## config.mk

```make
export PLATFORM = sky130hd
export DESIGN_NAME = mem_stage
export DESIGN_NICKNAME = d
export VERILOG_FILES = /design/src/rtl/mem_stage_pkg.sv /design/src/rtl/mem_stage.sv
export SDC_FILE = /design/constraint.sdc
export NUM_CORES = 1
export LEC_CHECK = 0
export BUFFER_PORTS_ARGS = -buffer_cell sky130_fd_sc_hd__clkbuf_2
export CORE_ASPECT_RATIO = 1.2
export CORE_MARGIN = 10
export CORE_UTILIZATION = 50
export DETAILED_ROUTE_END_ITERATION = 6
export PLACE_DENSITY = 0.8
export SLEW_MARGIN = 30
export SYNTH_ARGS = -nofsm -noshare
export SYNTH_HDL_FRONTEND = slang
export SYNTH_SLANG_ARGS = --single-unit
```

## constraint.sdc

```tcl
create_clock -name clk -period 4.1 [get_ports clk]
set_input_delay 0.82 -clock clk [delete_from_list [all_inputs] [get_ports clk]]
set_output_delay 0.82 -clock clk [all_outputs]
set_load 0.02 [all_outputs]
```

## src/rtl/mem_stage_pkg.sv

```systemverilog
// Shared types for the memory-access stage: per-instruction tracking info.
package mem_stage_pkg;

   localparam int unsigned PC_W      = 32;
   localparam int unsigned INST_W    = 32;
   localparam int unsigned INST_ID_W = 16;

   typedef struct packed {
      logic [PC_W-1:0]      pc;
      logic [INST_W-1:0]    inst;
      logic [INST_ID_W-1:0] inst_id;
   } stage_info_t;

endpackage

```

## src/rtl/mem_stage.sv

```systemverilog
// Memory-access stage between execute and write-back: data-memory access, load alignment/extension.
// Optional MEM_ACCESS_LOG_EN adds access counters and a per-access log line.
module mem_stage
   import mem_stage_pkg::*;
#(
   parameter int unsigned XLEN   = 32,
   parameter int unsigned ADDR_W = 32
) (
   input  logic              clk,
   input  logic              reset,
   input  logic              valid,
   input  stage_info_t       info,
   input  logic              mem_en,
   input  logic              mem_wen,
   input  logic [1:0]        mem_size,
   input  logic              mem_unsigned,
   input  logic [ADDR_W-1:0] addr,
   input  logic [XLEN-1:0]   store_data,
   input  logic [XLEN-1:0]   exe_result,
   input  logic              rf_wen,
   input  logic [4:0]        reg_addr,
   output logic              stall,
   output logic              req_valid,
   input  logic              req_ready,
   output logic [ADDR_W-1:0] req_addr,
   output logic              req_wen,
   output logic [XLEN-1:0]   req_wdata,
   output logic [3:0]        req_wmask,
   input  logic              resp_valid,
   input  logic [XLEN-1:0]   resp_rdata,
   output logic              wb_valid,
   output stage_info_t       wb_info,
   output logic              wb_rf_wen,
   output logic [4:0]        wb_reg_addr,
   output logic [XLEN-1:0]   wb_wdata,
   output logic              misaligned
);

   typedef enum logic [1:0] {IDLE, REQ, RESP} state_t;

   state_t            state, state_d;

   // access context captured on acceptance
   stage_info_t       l_info;
   logic              l_wen, l_uns, l_rf_wen;
   logic [1:0]        l_size, l_lane;
   logic [4:0]        l_reg_addr;
   logic [ADDR_W-1:0] l_addr;
   logic [XLEN-1:0]   l_wdata;
   logic [3:0]        l_wmask;

   logic              mis_c, latch_c;
   logic [XLEN-1:0]   st_data_c, ld_shift_c, ld_data_c;
   logic [3:0]        st_mask_c;

   logic              wb_valid_d, wb_rf_wen_d, mis_d;
   stage_info_t       wb_info_d;
   logic [4:0]        wb_reg_addr_d;
   logic [XLEN-1:0]   wb_wdata_d;

   always_comb begin
      case (mem_size)
         2'd0:    mis_c = 1'b0;
         2'd1:    mis_c = addr[0];
         2'd2:    mis_c = |addr[1:0];
         default: mis_c = 1'b1;
      endcase
   end

   // store lane replication and byte enables
   always_comb begin
      st_data_c = store_data;
      st_mask_c = 4'b1111;
      case (mem_size)
         2'd0: begin
            st_data_c = {(XLEN/8){store_data[7:0]}};
            st_mask_c = 4'b0001 << addr[1:0];
         end
         2'd1: begin
            st_data_c = {(XLEN/16){store_data[15:0]}};
            st_mask_c = 4'b0011 << addr[1:0];
         end
         default: ;
      endcase
   end

   // load lane select and extension; aligned words have lane 0
   assign ld_shift_c = resp_rdata >> {l_lane, 3'b000};

   always_comb begin
      ld_data_c = ld_shift_c;
      case (l_size)
         2'd0: ld_data_c = l_uns ? XLEN'(ld_shift_c[7:0])
                                 : {{(XLEN-8){ld_shift_c[7]}}, ld_shift_c[7:0]};
         2'd1: ld_data_c = l_uns ? XLEN'(ld_shift_c[15:0])
                                 : {{(XLEN-16){ld_shift_c[15]}}, ld_shift_c[15:0]};
         default: ;
      endcase
   end

   always_comb begin
      state_d       = state;
      latch_c       = 1'b0;
      wb_valid_d    = 1'b0;
      wb_rf_wen_d   = 1'b0;
      mis_d         = 1'b0;
      wb_info_d     = wb_info;
      wb_reg_addr_d = wb_reg_addr;
      wb_wdata_d    = wb_wdata;
      case (state)
         IDLE: begin
            if (valid) begin
               if (!mem_en) begin
                  wb_valid_d    = 1'b1;
                  wb_info_d     = info;
                  wb_rf_wen_d   = rf_wen;
                  wb_reg_addr_d = reg_addr;
                  wb_wdata_d    = exe_result;
               end else if (mis_c) begin
                  wb_valid_d    = 1'b1;
                  wb_info_d     = info;
                  wb_reg_addr_d = reg_addr;
                  wb_wdata_d    = '0;
                  mis_d         = 1'b1;
               end else begin
                  latch_c = 1'b1;
                  state_d = REQ;
               end
            end
         end
         REQ: begin
            if (req_ready) state_d = RESP;
         end
         RESP: begin
            if (resp_valid) begin
               state_d       = IDLE;
               wb_valid_d    = 1'b1;
               wb_info_d     = l_info;
               wb_rf_wen_d   = l_rf_wen & ~l_wen;
               wb_reg_addr_d = l_reg_addr;
               wb_wdata_d    = l_wen ? '0 : ld_data_c;
            end
         end
         default: state_d = IDLE;
      endcase
   end

   always_ff @(posedge clk) begin
      if (reset) begin
         state       <= IDLE;
         l_info      <= '0;
         l_wen       <= 1'b0;
         l_uns       <= 1'b0;
         l_rf_wen    <= 1'b0;
         l_size      <= 2'd0;
         l_lane      <= 2'd0;
         l_reg_addr  <= 5'd0;
         l_addr      <= '0;
         l_wdata     <= '0;
         l_wmask     <= 4'd0;
         wb_valid    <= 1'b0;
         wb_info     <= '0;
         wb_rf_wen   <= 1'b0;
         wb_reg_addr <= 5'd0;
         wb_wdata    <= '0;
         misaligned  <= 1'b0;
      end else begin
         state       <= state_d;
         wb_valid    <= wb_valid_d;
         wb_info     <= wb_info_d;
         wb_rf_wen   <= wb_rf_wen_d;
         wb_reg_addr <= wb_reg_addr_d;
         wb_wdata    <= wb_wdata_d;
         misaligned  <= mis_d;
         if (latch_c) begin
            l_info     <= info;
            l_wen      <= mem_wen;
            l_uns      <= mem_unsigned;
            l_rf_wen   <= rf_wen;
            l_size     <= mem_size;
            l_lane     <= addr[1:0];
            l_reg_addr <= reg_addr;
            l_addr     <= {addr[ADDR_W-1:2], 2'b00};
            l_wdata    <= st_data_c;
            l_wmask    <= st_mask_c;
         end
      end
   end

   assign stall     = (state != IDLE) | (valid & mem_en & ~mis_c);
   assign req_valid = (state == REQ);
   assign req_addr  = l_addr;
   assign req_wen   = l_wen;
   assign req_wdata = l_wdata;
   assign req_wmask = l_wmask;

`ifdef MEM_ACCESS_LOG_EN
   logic [63:0] n_loads, n_stores, n_misaligned, n_stall_cycles;
   logic        wb_mem;

   // context registers still hold the access while its wb_valid is visible
   always_ff @(posedge clk) begin
      if (reset) begin
         n_loads        <= 64'd0;
         n_stores       <= 64'd0;
         n_misaligned   <= 64'd0;
         n_stall_cycles <= 64'd0;
         wb_mem         <= 1'b0;
      end else begin
         wb_mem <= (state == RESP) & resp_valid;
         if (stall) n_stall_cycles <= n_stall_cycles + 64'd1;
         if ((state == IDLE) & valid & mem_en & mis_c) n_misaligned <= n_misaligned + 64'd1;
         if ((state == RESP) & resp_valid) begin
            if (l_wen) n_stores <= n_stores + 64'd1;
            else       n_loads  <= n_loads + 64'd1;
         end
         if (wb_valid & wb_mem & util::logEnabled())
            $display("mem,%h,%h,%s,%h", wb_info.pc, {l_addr[ADDR_W-1:2], l_lane},
                     l_wen ? "S" : "L", l_wen ? l_wdata : wb_wdata);
      end
   end
`else
`endif

endmodule

```

# --- Yosys cells after proc, flatten, opt, wreduce, memory -nomap -nowiden ---
# Index checks and enable logic that the tools add are counted.
op_classes:
  eq_ne: 11
  shift: 3
  mux: 41
  n_bitwise: 9
  reduce_logical: 9
op_table:
  columns: ["op", "n"]
  rows:
  - ["two-way mux 80 bit", 4]
  - ["two-way mux 32 bit", 7]
  - ["one-hot mux 32 bit (2 select lines)", 3]
  - ["one-hot mux 80 bit (2 select lines)", 1]
  - ["right shift 32 x 5 -> 32 bit", 1]
  - ["two-way mux 5 bit", 4]
  - ["two-way mux 1 bit", 11]
  - ["two-way mux 2 bit", 5]
  - ["one-hot mux 5 bit (2 select lines)", 1]
  - ["inequality test 2 bit, second input constant", 4]
  - ["one-hot mux 4 bit (2 select lines)", 1]
  - ["equality test 2 x 1 -> 1 bit, second input constant", 3]
  - ["logical NOT 2 bit", 3]
  - ["one-hot mux 2 bit (3 select lines)", 1]
  - ["NOT 1 bit", 5]
  - ["AND reduction 5 bit", 1]
  - ["equality test 2 bit, second input constant", 2]
  - ["one-hot mux 1 bit (2 select lines)", 2]
  - ["AND reduction 4 bit", 1]
  - ["nonzero test 2 bit", 2]
  - ["OR reduction 4 bit", 1]
  - ["<< shifter 1 x 2 -> 4 bit, first input constant", 1]
  - ["<< shifter 2 x 2 -> 4 bit, first input constant", 1]
  - ["bitwise AND 1 bit", 3]
  - ["5 further kinds", 5]
word_totals:
  register_bits: 280
  in_bits: 224
  output_inout_bits: 191
  elab_cells: 94

# --- Depth between registers and ports, before layout ---
# Gate-level depths: netlist of run 1.
depth:
  ltp_word: 6
  ltp_mapped: 8
  ltp_nobuf: 4

# --- Worst setup path after synthesis of run 1 ---
# No wires, ideal clock.
synth_timing:
  path_type: "input to output"
  from: "in mem_size[1]"
  to: "out stall"
  arrival_ns: 1.644
  required_ns: 3.280
  slack_ns: 1.636
  cell_stages: 4
  n_path_buf: 1
  cell_sequence: "clkbuf_1 a21o_1 nand2_1 a311o_1"
synth_via:
  elab_chain_len: 5
  word_cells_on_any_way: 7
synth_lines:
  columns: ["element", "line_no", "rtl"]
  rows:
  - ["start: declaration", "mem_stage.sv:15", "input logic [1:0] mem_size,"]
  - ["equality test 2 bit, or another cell as far along", "mem_stage.sv:62", "case (mem_size)"]
  - ["one-hot mux 1 bit (3 select lines) *", "mem_stage.sv:62", null]
  - ["NOT 1 bit *", "mem_stage.sv:190", "assign stall = (state != IDLE) | (valid & mem_en & ~mis_c);"]
  - ["bitwise AND 1 bit *", "mem_stage.sv:190", null]
  - ["OR 1 bit *", "mem_stage.sv:190", null]
  - ["end: declaration", "mem_stage.sv:22", "output logic stall,"]
# Mark *: on every way between the ends. The rest lies on a longest branch, timed or not.

# --- Worst setup path after layout of run 1 ---
layout_timing:
  from: "in mem_size[0]"
  to: "out stall"
# The elaborated chain is that of the path after synthesis.

==> results of run 1 <==
[cell usage in the layout (no fill, tap or decap), types with 25 or more instances in the layout]
cell type,instances
mux2i_1,114
nor2_1,28
nand2_1,294
clkbuf_16,28
clkbuf_2,411
a211oi_1,95
dfxtp_1,279
a21oi_1,150
nor3_1,108
a311oi_1,25
[worst max-delay path: stages]
cell and delay (ns):
clkbuf_2 0.42, a21o_1 0.30, nand2_1 0.12, a311o_1 0.40, clkbuf_2 0.18
[final cells by class]
| cell class | count | share of cell area [%] |
|---|---|---|
| flip-flops and latches | 280 | 37.47 |
| clock buffers | 37 | 5.309 |
| inverters | 7 | 0.1756 |
| repair buffers | 429 | 15.27 |
| well taps | 315 | 2.634 |
| multi-input cells | 947 | 38.15 |
| clock inverters | 15 | 0.9950 |
[worst max path at each step]
stage | from | end | cells past startpoint | slack (ns)
detailed placement | mem_size[0] | wb_info[53] | 6 | 1.02
finish | mem_size[0] | stall | 5 | 1.02
global route | mem_size[0] | stall | 5 | 0.96
floorplan | mem_size[1] | stall | 4 | 1.64
global placement | mem_size[0] | stall | 5 | 1.05
CTS | mem_size[0] | stall | 5 | 1.04
[flip-flops by register name, summed over array words and instances, names as in the netlist]
| signal | flops |
|---|---|
| req_wen | 1 |
| req_wdata | 32 |
| l_uns | 1 |
| wb_info | 80 |
| wb_valid | 1 |
| l_size | 2 |
| l_rf_wen | 1 |
| state | 2 |
| req_wmask | 4 |
| l_lane | 2 |
| req_addr | 30 |
| wb_wdata | 32 |
| misaligned | 1 |
| l_reg_addr | 5 |
| wb_rf_wen | 1 |
| l_info | 80 |
| wb_reg_addr | 5 |
[routing by layer]
metal,up-vias,GRT usage (%),wire (um)
met3,115,6.912,3553
met5,-,0,0
met1,5469,27.82,14970
met4,0,12.23,2069
met2,521,42.92,19730
li1,5537,-,-
[through the flow]
step	cells	utilization [%]	total power, uW	hold WS, ns	setup WS [ns]
finish	2030	64.28	6642	0.4523	1.023
global route	2030	64.28	6913	0.4688	0.9550
CTS	2030	64.24	6693	0.4544	1.036
detailed placement	1978	60.19	4103	0.4456	1.023
global placement	1977	60.11	4076	0.4404	1.048
floorplan	1371	-	3668	0.4357	1.636
[cells by family after synthesis]
family                 after synthesis  share of synthesized area, %
AOI/OAI and AO/OA                  350                         19.22
and+or+nand+nor                    466                         16.66
muxes                              129                         11.79
other                                1                       0.03159
DFF                                280                         47.22
buffers and inverters              144                         5.070
[synthesized netlist by cell type (8+ instances only)]
cell type	count	area (um2)
dfxtp_1	280	5605
o211ai_1	17	127.6
o31ai_1	16	120.1
nor2_1	30	112.6
a22oi_1	23	172.7
buf_2	31	155.2
nand3_1	8	40.04
clkbuf_1	90	337.8
a211oi_1	95	713.2
o21ai_0	8	40.04
nand3b_1	9	67.56
mux2i_1	114	1141
a311oi_1	25	219.0
a21oi_1	150	750.7
nand2_1	294	1104
mux4_2	8	180.2
a31oi_1	8	50.05
nor3_1	109	545.5
buf_1	10	37.54
[power by group]
| group | internal (uW) | leakage [uW] | switching [uW] |
|---|---|---|---|
| registers | 2890 | 0.00229 | 95.3 |
| logic | 387 | 0.00392 | 674 |
| clock network | 1500 | 0.000467 | 1100 |
==> metrics, run 1 <==
clock transition at the registers of the reported paths 0.06 ns; Leakage 0.006684 uW; CTS Root Cell clkbuf_16; total CTS buffers 28; setup_tns 0 ns; hold-fix buffers at CTS 0; starting density of the core 51.00%; post-CTS setup buffers 0; Cell Pwr Density 443.8 nW/um2; gate count of the mapped netlist 1370; worst skew pair latency 0.55 ns; Synth Register Bits 280; crit path kind input port to output port; RSZ-0062 raised after global routing false; post-CTS sizing 0; die extent in y 188.8 um; share of cells above drive strength 1 29.45%; die area 30330 um2; yosys warns 0; total grt overflow 0; Final Net Count 1917; fill count 1923; Top FF cell, synth dfxtp_1; crit path DAT 2.26 ns; Async SR Flop Fraction 0%; largest net degree at the start of global routing 138; First-pass DRT Iterations 5; Slew @ Worst Pin 0.8153 ns; final hold vios 0; element type at the critical path start input port; first-pass GRT wire length 62850 um; Via density 5.735; register area 5607 um2; Multi-input gate area 5709 um2; Worst Hold Depth 2; # IOs 415; Post-synth EDFFs 0; min cycle time layout 3.077 ns; num rows 61; initial DRC count 996; vias post-DR 11.64k; initial antenna violation count 0; # Max-Cap Violations 0; Hold Path End l_info[7]; final WL 40320 um; Worst Reg2Reg Path Length in Cells 6; # DRC 0; reg-to-reg endpoint wb_wdata[17]; count of pins over their slew limit 0; wire per inst 19.86 um; Avg Cell Area, Syn 8.665 um2; IO Port Bufs 412; Tightest Hold Check Type register to register; crit path max fanout 23; GPL Wtd Cong 0.8836; HPWL Detailed 28090 um; area delta synth->final 26.05%; chip width 160.7 um; htree depth 1; maximum vdd ir drop 291.9 uV; hold wc startpoint l_info[7]; Max-slew headroom 45.65%; CTS tree yes; reg-to-reg startpoint state[1]; core area 23280 um2; CTS Buffer Depth 3; # setup viols final 0; Critical Path Sink Type output port; status complete, no violations; final instance area 14960 um2; final setup skew 0.02336 ns; CTS sink count 280; post-route ant nets 0; Max Fclk 0.3250 GHz; diode count 0; cell area after synthesis 11870 um2; vias in the first global route 11.52k; R2R Setup Slk 1.20 ns; Seq/Total Area, Yosys 47.22%; Final Cycle Share 75.05%; Cell variety after synth 42; Worst EP required 3.28 ns; Tot GR Track Use 24.97%; Post-DP Area 14010 um2
Power figures use the tool's default switching activity.
==> run 2, diff against run 1 <==
Settings changed: CORE_UTILIZATION 50 to 45, PLACE_DENSITY 0.8 to 0.76.
Clock period 4.1 ns to 2.6 ns, I/O delays scaled along.
==> run 2 against run 1 <==
Largest cell class unchanged. Sequential share of layout area fell by 0.71 points. First-iteration DRC count fell by 8.9%. Sequential power rose by 58%. Critical path type unchanged. Via count rose by 0.33%. Register-to-register slack got worse by 0.80 ns. Utilization fell by 6.1 points. Combinational power rose by 60%. Global-route usage fell by 1.7 points.
==> metrics, run 2 (synthesized netlist as in run 1, its figures left out) <==
initial DRC count 907; initial antenna violation count 3; RSZ-0062 raised after global routing false; Max Fclk 0.4527 GHz; total grt overflow 0; maximum vdd ir drop 758.9 uV; crit path DAT 1.69 ns; Post-DP Area 14260 um2; setup_tns 0 ns; Regs by FF count l_info (80), wb_info (80); # setup viols final 0; min cycle time layout 2.209 ns; post-CTS setup buffers 0; # DRC 0; die area 33300 um2; num rows 65; total CTS buffers 29; worst setup margin 0.3912 ns; Via density 5.643; R2R Setup Slk 0.40 ns; final hold vios 0; First-pass DRT Iterations 5; post-route ant nets 0; final WL 41680 um; vias in the first global route 11.60k; chip width 168.3 um; hold-fix buffers at CTS 0; die extent in y 197.9 um; Final Cycle Share 84.95%; Final Util 58.23%; # Max-Cap Violations 0; final setup skew 0.02680 ns; share of cells above drive strength 1 29.73%; final instance area 15250 um2; Leakage 0.006811 uW; post-CTS sizing 0; element type at the critical path start input port; Critical Path Sink Type output port; htree depth 1; CTS Root Cell clkbuf_16; reg-to-reg endpoint wb_reg_addr[3]; reg-to-reg startpoint state[1]; CTS tree yes; Tightest Hold Check Type input port to register; core area 26190 um2; # IOs 415; Critical path origin addr[1]; Hold Path End req_addr[14]; first-pass GRT wire length 64190 um; Max-slew headroom 54.62%; crit path max fanout 8; commonest non-fill, non-tap cell in the layout clkbuf_2; Power Total 10680 uW; clock transition at the registers of the reported paths 0.06 ns; worst skew pair latency 0.56 ns; crit path kind input port to output port; Final Net Count 1933; Slew @ Worst Pin 0.6782 ns; hold wc startpoint addr[14]; IO Port Bufs 412; Worst Reg2Reg Path Length in Cells 5; Cell Pwr Density 700.6 nW/um2; Tot GR Track Use 23.30%; wire per inst 20.14 um; worst slack, placed 0.2571 ns; CTS sink count 280; vias post-DR 11.68k; area delta synth->final 28.45%; Worst Hold Depth 3; HPWL Detailed 29480 um; starting density of the core 45.33%; status complete, no violations; CTS Buffer Depth 3; commonest non-fill, non-tap cells in the layout 411 x clkbuf_2, 294 x nand2_1, 280 x dfxtp_1, 150 x a21oi_1, 114 x mux2i_1; largest net degree at the start of global routing 127; GPL Wtd Cong 0.9524; Worst EP required 2.08 ns; count of pins over their slew limit 0; fill count 2394
run 2: cell types whose count changed in the layout (fill, tap and decap cells not counted), moves of 2 or more:
cell / delta
clkbuf_1: +4
buf_4: +6
diode_2: +3
buf_12: +10
clkinv_2: -2
run 2: layer usage:
metal / track usage [%] / vias to the layer above / routed length [um]
met2: 40.46 / 515 / 20780
met4: 10.88 / 0 / 1933
met3: 6.188 / 98 / 3329
li1: - / 5577 / -
met1: 26.03 / 5491 / 15640
met5: 0 / - / 0
run 2: worst max path at each step:
stage / endpoint / slack [ns] / cells after the start
2_1_floorplan: req_wmask[2] / 0.46 / 7
3_3_place_gp: wb_info[65] / 0.33 / 6
3_5_place_dp: wb_info[0] / 0.26 / 6
4_1_cts: stall / 0.40 / 5
5_1_grt: wb_info[5] / 0.26 / 5
6_report: stall / 0.39 / 5
run 2: report_power, final:
part	switching, uW	leakage (uW)	total (uW)	internal, uW
combinational	1070	0.00403	1700	632
sequential	161	0.00229	4720	4560
clock	1740	0.000483	4260	2520
run 2: final cells by class:
class                   instances  area (um2)  share of cell area, %
repair buffers                444        2509                  16.45
diodes                          3       7.507                0.04923
clock inverters                12       145.1                 0.9518
flip-flops and latches        280        5605                  36.76
well taps                     335       419.2                  2.749
multi-input cells             947        5702                  37.39
clock buffers                  42       834.6                  5.473
inverters                       7       26.28                 0.1723
run 2: through the flow:
step	cells	hold WS, ns
global route	2070	0.1678
CTS	2067	0.1526
detailed placement	2013	0.4456
global placement	2011	0.4402
finish	2070	0.1763
floorplan	1371	0.4357
run 2: worst max-delay path, cell delays in order:
cell and delay (ns):
clkbuf_2 0.15, or3_1 0.48, nand2_1 0.12, a311o_1 0.22
clkbuf_2 0.19
==> run 3, diff against run 2 <==
Settings changed: CORE_UTILIZATION 45 to 50, PLACE_DENSITY 0.76 to 0.8.
Clock period 2.6 ns to 2.1 ns, I/O delays scaled along.
==> run 3 against run 2 <==
Utilization increased by 7.7 points. Critical endpoint unchanged. Critical path type unchanged. Sequential share of layout area decreased by 0.22 points. Largest cell class unchanged. Via count increased by 0.10%.
==> metrics, run 3 (synthesized netlist as in run 1, its figures left out) <==
commonest non-fill, non-tap cells in the layout 411 x clkbuf_2, 294 x nand2_1, 280 x dfxtp_1, 150 x a21oi_1, 114 x mux2i_1; Final Cycle Share 96.63%; IO Port Bufs 412; CTS Buffer Depth 3; final setup skew 0.01876 ns; count of pins over their slew limit 0; initial DRC count 871; kind of cell adding the most delay to the critical path simple AND/OR/NAND/NOR gates; CP max stage delay 0.45 ns; min cycle time layout 2.029 ns; Levels on crit path 5; first-pass GRT wire length 62440 um; # DRC 0; vias in the first global route 11.37k; Worst EP required 1.68 ns; die area 30330 um2; starting density of the core 51.00%; First-pass DRT Iterations 6; # setup viols final 0; initial antenna violation count 3; Max Fclk 0.4928 GHz; post-CTS setup buffers 0; Final Net Count 1946; maximum vdd ir drop 681.8 uV; # Max-Cap Violations 0; clock transition at the registers of the reported paths 0.06 ns; Buf+Inv Stages, Crit Path 2; Final Util 65.90%; final hold vios 0; worst-path cell chain clkbuf_2 > or3_1 > nand2_1 > a311o_1 > clkbuf_2; htree depth 1; Cell Pwr Density 855.9 nW/um2; Max-slew headroom 62.18%; Tot GR Track Use 24.86%; chip width 160.7 um; final WL 40580 um; commonest non-fill, non-tap cell in the layout clkbuf_2; Power Total 13130 uW; HPWL Detailed 29380 um; Via density 5.679; Regs by FF count l_info (80), wb_info (80); worst skew pair latency 0.55 ns; Leakage 0.006871 uW; vias post-DR 11.69k; crit path kind input port to output port; most used cell, CP clkbuf_2; element type at the critical path start input port; CTS tree yes; post-route ant nets 0; core area 23280 um2; hold-fix buffers at CTS 0; # IOs 415; area delta synth->final 29.22%; Worst Hold Depth 3; GPL Wtd Cong 0.9156; placed insts 2007; status complete, no violations; Slowest-stage cell, CP or3_1; worst setup margin 0.07078 ns; fill count 1906; num rows 61; die extent in y 188.8 um; Fin Hold WS 0.08343 ns; CTS sink count 280; Tightest Hold Check Type input port to register; crit path max fanout 7; worst slack, placed -0.09571 ns; crit path DAT 1.61 ns; post-CTS sizing 0; CTS Root Cell clkbuf_16; RSZ-0062 raised after global routing false; largest net degree at the start of global routing 107; total CTS buffers 28; Critical Path Sink Type output port; Cell Count, Final, Fillers Out 2059; wire per inst 19.71 um; total grt overflow 0; Worst Reg2Reg Path Length in Cells 5; Slew @ Worst Pin 0.5638 ns; share of cells above drive strength 1 30.33%
## run 3: tightest hold or removal path: cells and delay by family
family          cells  cell delay (ns)
simple gates        1             0.04
compound gates      1             0.05
buf+inv             1             0.08
## run 3: layout make-up
| class | instances | area [um2] | share of cell area (%) |
|---|---|---|---|
| diodes | 3 | 7.507 | 0.04894 |
| clock buffers | 38 | 798.3 | 5.204 |
| clock inverters | 11 | 150.1 | 0.9788 |
| inverters | 7 | 26.28 | 0.1713 |
| multi-input cells | 947 | 5704 | 37.19 |
| flip-flops and latches | 280 | 5605 | 36.54 |
| well taps | 315 | 394.1 | 2.569 |
| repair buffers | 458 | 2654 | 17.30 |
## run 3: final timing paths
check | from | end | slack, ns
max | addr[0] | stall | 0.07
max reg2reg | state[1] | wb_info[65] | 0.11
min | addr[3] | req_addr[3] | 0.08
min reg2reg | req_addr[17] | req_addr[17] | 0.45
## run 3: through the flow
step / area (um2) / TNS, ns
6_report: 15340 / 0
4_1_cts: 15330 / 0
3_5_place_dp: 14380 / -2.830
5_1_grt: 15340 / 0
3_3_place_gp: 14380 / -0.01157
2_1_floorplan: 11880 / 0
## run 3: report_power, final
group	total (uW)	switching, uW	internal, uW
clock network	5150	2130	3020
registers	5830	187	5640
logic	2150	1330	814
total	13100	3650	9480
## run 3: layer usage
layer	vias up	track usage [%]	routed length [um]
li1	5600	-	-
met5	-	0	0
met2	531	43.64	20160
met1	5444	26.45	14550
met4	0	12.13	2046
met3	118	7.763	3824
